--- src/rtl/green_led_driver.sv ---
// PWM/blink output stage for the green-LED PIO: shadows the software pattern at
// PWM-period boundaries and drives registered LED pins with brightness and blink.
module green_led_driver #(
   parameter int LED_WIDTH     = 9,
   parameter int PRESCALE      = 50,
   parameter int BLINK_PERIODS = 1953
) (
   input  logic                 clk,
   input  logic                 reset,
   input  logic [LED_WIDTH-1:0] led_pattern,
   input  logic [LED_WIDTH-1:0] blink_mask,
   input  logic [7:0]           duty,
   input  logic                 lamp_test,
   output logic [LED_WIDTH-1:0] leds,
   output logic                 period_start,
   output logic                 blink_phase
);

   localparam int PW = (PRESCALE > 1) ? $clog2(PRESCALE) : 1;
   localparam int BW = (BLINK_PERIODS > 1) ? $clog2(BLINK_PERIODS) : 1;
   localparam logic [PW-1:0] PRESC_MAX = PW'(PRESCALE - 1);
   localparam logic [BW-1:0] BLINK_MAX = BW'(BLINK_PERIODS - 1);

   logic [PW-1:0]        r_presc_cnt;
   logic [7:0]           r_pwm_cnt;
   logic [BW-1:0]        r_blink_cnt;
   logic [LED_WIDTH-1:0] r_pattern_q;
   logic [LED_WIDTH-1:0] r_blink_q;
   logic [7:0]           r_duty_q;
   logic                 r_blink_phase;
   logic [LED_WIDTH-1:0] r_leds;
   logic                 r_period_start;

   logic                 w_step_tick;
   logic                 w_boundary;
   logic                 w_pwm_on;
   logic [LED_WIDTH-1:0] w_leds_next;

   // With PRESCALE == 1 the counter is stuck at 0 == PRESC_MAX, so every cycle is a step.
   assign w_step_tick = (r_presc_cnt == PRESC_MAX);
   assign w_boundary  = w_step_tick && (r_pwm_cnt == 8'hFF);
   assign w_pwm_on    = (r_duty_q == 8'hFF) || (r_pwm_cnt < r_duty_q);

   always_comb begin
      w_leds_next = '0;
      if (lamp_test) begin
         w_leds_next = '1;
      end else begin
         w_leds_next = r_pattern_q & {LED_WIDTH{w_pwm_on}} &
                       (~r_blink_q | {LED_WIDTH{r_blink_phase}});
      end
   end

   always_ff @(posedge clk or posedge reset) begin
      if (reset) begin
         r_presc_cnt <= '0;
         r_pwm_cnt   <= '0;
      end else begin
         r_presc_cnt <= w_step_tick ? '0 : r_presc_cnt + 1'b1;
         if (w_step_tick) begin
            r_pwm_cnt <= r_pwm_cnt + 8'd1;
         end
      end
   end

   // Shadow load, blink advance and pwm wrap all commit on the same boundary edge.
   always_ff @(posedge clk or posedge reset) begin
      if (reset) begin
         r_pattern_q   <= '0;
         r_blink_q     <= '0;
         r_duty_q      <= '0;
         r_blink_cnt   <= '0;
         r_blink_phase <= 1'b1;
      end else if (w_boundary) begin
         r_pattern_q <= led_pattern;
         r_blink_q   <= blink_mask;
         r_duty_q    <= duty;
         if (r_blink_cnt == BLINK_MAX) begin
            r_blink_cnt   <= '0;
            r_blink_phase <= ~r_blink_phase;
         end else begin
            r_blink_cnt <= r_blink_cnt + 1'b1;
         end
      end
   end

   always_ff @(posedge clk or posedge reset) begin
      if (reset) begin
         r_leds         <= '0;
         r_period_start <= 1'b0;
      end else begin
         r_leds         <= w_leds_next;
         r_period_start <= w_boundary;
      end
   end

   assign leds         = r_leds;
   assign period_start = r_period_start;
   assign blink_phase  = r_blink_phase;

endmodule

--- config.mk ---
export PLATFORM = sky130hd
export DESIGN_NAME = green_led_driver
export DESIGN_NICKNAME = d
export VERILOG_FILES = /design/src/rtl/green_led_driver.sv
export SDC_FILE = /design/constraint.sdc
export NUM_CORES = 1
export LEC_CHECK = 0
export BUFFER_PORTS_ARGS = -buffer_cell sky130_fd_sc_hd__buf_2
export CELL_PAD_IN_SITES_DETAIL_PLACEMENT = 0
export CELL_PAD_IN_SITES_GLOBAL_PLACEMENT = 2
export CORE_MARGIN = 1.5
export CORE_UTILIZATION = 33
export CTS_BUF_LIST = sky130_fd_sc_hd__clkbuf_4
export CTS_CLUSTER_DIAMETER = 80
export CTS_CLUSTER_SIZE = 12
export DETAILED_ROUTE_END_ITERATION = 8
export PLACE_DENSITY = 0.83
export SLEW_MARGIN = 25
export SYNTH_ARGS = -nofsm -noshare
export SYNTH_HDL_FRONTEND = slang
export SYNTH_SLANG_ARGS = --single-unit
export TNS_END_PERCENT = 1
--- constraint.sdc ---
create_clock -name clk -period 1.8 [get_ports clk]
set_input_delay 0.27 -clock clk [delete_from_list [all_inputs] [get_ports clk]]
set_output_delay 0.27 -clock clk [all_outputs]
set_load 0.02 [all_outputs]
=== Yosys cells after proc, flatten, opt, wreduce, memory -nomap -nowiden ===
Cells that the tools add are included.

* Add/subtract/negate cells: 3
* Magnitude comparators: 1
* Equal/unequal tests: 4
* Muxes and demuxes: 3
* Bitwise gates (word level): 5
* Reduce and logical (&&, ||, !) cells: 3

{| class="wikitable"
|+ Operators with widths
! cell !! count
|-
| $and A9 B9 Y9 || 2
|-
| $eq A8 B8 Y1 const B || 2
|-
| $add A11 B1 Y11 const B || 1
|-
| $eq A11 B11 Y1 const B || 1
|-
| $mux W11 || 1
|-
| $mux W9 || 1
|-
| $not A9 Y9 || 1
|-
| $or A9 B9 Y9 || 1
|-
| $add A8 B1 Y8 const B || 1
|-
| $lt A8 B8 Y1 || 1
|-
| $add A6 B1 Y6 const B || 1
|-
| $eq A6 B6 Y1 const B || 1
|-
| $mux W6 || 1
|-
| $reduce_and A2 Y1 || 1
|-
| $logic_and A1 B1 Y1 || 1
|-
| $logic_or A1 B1 Y1 || 1
|-
| $not A1 Y1 || 1
|}

* Flip-flop bits (word level): 62

=== Depth between registers and ports, before layout ===
* Depth after elaboration: 5
* Gate-level depth with buffers: 8
* Gate-level depth less buffers: 6

=== Worst setup path before layout ===
No wires, ideal clock.

* Path kind: reg-to-reg
* From: register r_pwm_cnt[3]
* To: register r_leds[0], in the netlist leds[0]
* Setup time: 146 ps
* Arrival time: 1434 ps
* Slack: 221 ps
* Cell stages (with the launch flop): 6
* Path buffers: 0
* Period minus slack after synthesis: 1579 ps
* Cell sequence: dfrtp_1 ha_1 o21a_1 nor2_1 nor4_2 o21ai_0

* Longest elaborated chain between the ends: 5

{| class="wikitable"
|+ RTL lines
! element !! RTL line !! RTL
|-
| start: declaration || 25 || <nowiki>logic [7:0] r_pwm_cnt;</nowiki>
|-
| start signal: assignment || 61 || <nowiki>r_pwm_cnt <= r_pwm_cnt + 8'd1;</nowiki>
|-
| $lt A8 B8 Y1 || 42 || <nowiki>assign w_pwm_on = (r_duty_q == 8'hFF) || (r_pwm_cnt < r_duty_q);</nowiki>
|-
| $logic_or A1 B1 Y1 || 42 ||
|-
| $and A9 B9 Y9 (2 in series) || 49 || <nowiki>w_leds_next = r_pattern_q & {LED_WIDTH{w_pwm_on}} &</nowiki>
|-
| $mux W9 || 46 || <nowiki>if (lamp_test) begin</nowiki>
|-
| via w_leds_next[0] || 37 || <nowiki>logic [LED_WIDTH-1:0] w_leds_next;</nowiki>
|-
| end signal: assignment || 92 || <nowiki>r_leds <= w_leds_next;</nowiki>
|-
| end: declaration || 31 || <nowiki>logic [LED_WIDTH-1:0] r_leds;</nowiki>
|}

The timed path passes the listed nets, and every way through them passes these cells.
A chain may end at the register's enable or synchronous reset.

=== Worst setup path after layout ===
* From: register r_pwm_cnt[1]
* To: register r_duty_q[3]

* Longest elaborated chain between the ends: 2

{| class="wikitable"
|+ RTL lines
! element !! RTL line !! RTL
|-
| $eq A8 B8 Y1 || 41 || <nowiki>assign w_boundary = w_step_tick && (r_pwm_cnt == 8'hFF);</nowiki>
|-
| $logic_and A1 B1 Y1 || 41 ||
|-
| end signal: assignment || 77 || <nowiki>r_duty_q <= duty;</nowiki>
|-
| end: declaration || 29 || <nowiki>logic [7:0] r_duty_q;</nowiki>
|}

No other way between the ends.

==> flow_summary.toml <==
[sta]
rsz0062_at_grt = "yes"
tightest_slew_ps = 455.4
slew_violations = 0
relSlewSlack = 0.6958
post-route-min-period_ps = 1724
fin_skew_ps = 15.71
min_period_over_period = 0.9578
finalHoldViolCount = 0
fmax_mhz = 580.0
setup_violations = 0

[place]
port_buffers = 39
placed_cell_area_um2 = 3299
dp.cells = 454
hpwl_um = 4506
routabilityCongestion = 0.8354

[global_routing]
grt_first_pass_wirelength_um = 10910
grtUsageTotal = 0.1466
grt_max_degree = 46
antenna_found_initial = 0
grt_pass1_vias = 2216
grt_remaining_overflow = 0

[die]
die_y_um = 96.83
rows = 34
dieArea_um2 = 9376
start_util = 0.3364
pin_count = 40
fp.dieW_um = 96.83
coreArea_um2 = 8636

[logic_synthesis]
yosysWarnings = 0
syn_avg_cell_area_um2 = 9.588
synthesis.nets = 344
async_flop_share = 1.000
netlist_area_um2 = 2905
seq_area_frac_synth = 0.5345
synth_edf_count = 0
synth_top_flop_cell = "dfrtp_1"
synth_seq_cells = 62
netlist-cell-type-count = 42
syn_inst = 303

[job]
maxCapViolations = 0

[layout]
fill_cells = 906
design_area_um2 = 3442
final_cell_mix = "82 x nand2_1, 61 x dfrtp_1, 39 x buf_2, 22 x o21ai_0, 15 x inv_1"
synthToLayoutAreaGrowth_pct = 18.48
final_common_cell = "nand2_1"
nets = 399
antenna_cells = 0
final_cells = 471
final_layout_size_suffix_gt1_frac = 0.2121

[power_and_ir_drop]
power.internal_mw = 1.725
sequentialPowerShare = 0.614
leakage_nw = 1.628
ir_drop_uv = 327.1
combPwrFrac = 0.043
p_switching_mw = 0.5657
power.density_nw_per_um2 = 665.4
clkPwrFrac = 0.343
switching_share = 0.2470

[setup_path]
path_class = "flip-flop to flip-flop"
crit_fanout = 22
end_kind = "flip-flop"
crit_arrival_ps = 2030
worstReg2RegStart = "r_pwm_cnt[1]$_DFFE_PP0N_"
required_ps = 2100
startpoint = "r_pwm_cnt[1]$_DFFE_PP0N_"
start_kind = "flip-flop"

[cts]
clock-sinks = 62
tritoncts = "built"
ctsRootBufferMaster = "clkbuf_4"
cts_max_level = 3
cts_buffer_depth = 2
clk_pin_slew_ps = 110
cts_setup_buffers = 0
clkLatencyLatePin_ps = 390
cts_made_buffers = 9

[routing]
dr_total_vias = 2251
post_drt_via_cell_ratio = 4.779
wl_per_cell_um = 13.40
postRouteAntennaNets = 0
drc = 0
first_pass_iters = 4
drt-initial-drc-count = 93
routed_wl_um = 6312

[min_path]
worstHoldStart = "led_pattern[2]"
hold_path.class = "input pin to flip-flop"

[status]
status = "completed"
[worst max-delay path, stage by stage (launching register included)]
cell	delay, ps
dfrtp_1	400
ha_1	180
and4b_2	300
and4_4	290
buf_4	260
nand2_1	120
o21ai_0	90
[layout make-up]
| class | count | area [µm²] | area share |
|---|---|---|---|
| inverter | 17 | 67.56 | 0.01963 |
| clock inverter | 6 | 30.03 | 0.008724 |
| sequential | 62 | 1553 | 0.4511 |
| clock buffer | 10 | 75.07 | 0.02181 |
| tap | 108 | 135.1 | 0.03926 |
| multi-input combinational | 215 | 1266 | 0.3679 |
| timing repair buffer | 53 | 315.3 | 0.09160 |
[registers in the layout (all words and copies together) (netlist names)]
signal and count:
r_blink_cnt 11, period_start 1, leds 9, r_pattern_q 9, blink_phase 1, r_presc_cnt 6, r_pwm_cnt 8, r_duty_q 8
r_blink_q 9
[metrics by stage]
stage	TNS, ps	utilization	total power [mW]	setup slack, ps	hold slack, ps
after detailed placement	-693.9	0.3821	1.535	-92.05	305.4
after global routing	-236.9	0.3986	2.398	-66.68	30.49
after CTS	0	0.3976	2.338	29.42	32.55
final	0	0.3986	2.290	75.90	60.97
after global placement	-414.5	0.3821	1.534	-50.03	308.6
after floorplan	0	-	1.477	220.7	382.4
[routing by layer]
metal,vias to the layer above,track usage,part of all wire
li1,1136,-,-
met3,8,0.02818,0.026
met4,0,0.06355,0.015
met2,29,0.2297,0.47
met1,1078,0.1979,0.49
met5,-,0,0
[worst paths after layout]
check                      cells after the start                           to  slack, ps
max                                            6      r_duty_q[3]$_DFFE_PP0P_         80
max in group asynchronous                      4            leds[7]$_DFF_PP0_        810
min in group asynchronous                      3  r_blink_cnt[10]$_DFFE_PP0P_        420
max reg2reg                                    6      r_duty_q[3]$_DFFE_PP0P_         80
min                                            3   r_pattern_q[2]$_DFFE_PP0P_         60
min reg2reg                                    2   r_pattern_q[2]$_DFFE_PP0P_        470
[kinds of logic after synthesis]
kind of cell,synth area share
xor gates and xnor gates,0.03919
adders and majority gates,0.05168
buffers and inverters,0.03919
AOI/OAI and AO/OA,0.1236
and+or+nand+nor,0.2080
muxes,0.003876
DFF,0.5345
[cells in the mapped netlist (2+ instances only)]
master,n,area share
nand2_1,83,0.11
dfrtp_1,61,0.53
o21ai_0,22,0.038
inv_1,16,0.021
a21oi_1,14,0.024
ha_1,12,0.052
nand3_1,12,0.021
xnor2_1,11,0.033
a21boi_0,9,0.023
nor2_1,9,0.012
nand4_1,5,0.011
and3_1,4,0.0086
and4_1,4,0.012
buf_2,4,0.0069
o31ai_1,3,0.0078
a31oi_1,2,0.0043
buf_1,2,0.0026
nand2b_1,2,0.0043
nor3_1,2,0.0034
o21a_1,2,0.0052
o22ai_1,2,0.0043
xor2_1,2,0.0060
[power by group through the flow]
stage	Sequential (mW)	Clock [mW]	Combinational [mW]
floorplan	1.45	0	0.0310
global placement	1.43	0	0.0994
detailed placement	1.43	0	0.101
CTS	1.41	0.828	0.103
global route	1.41	0.879	0.111
finish	1.41	0.785	0.0995
[what timing repair did]
item / CTS / global route
gates resized for setup: 3 / 3
endpoints found under the hold margin: 16 / 0
hold buffers: 1 / 0
setup endpoints to repair: 14 / 23
pin swaps: 0 / 1
Note: power is estimated with default switching activity, not from simulation.
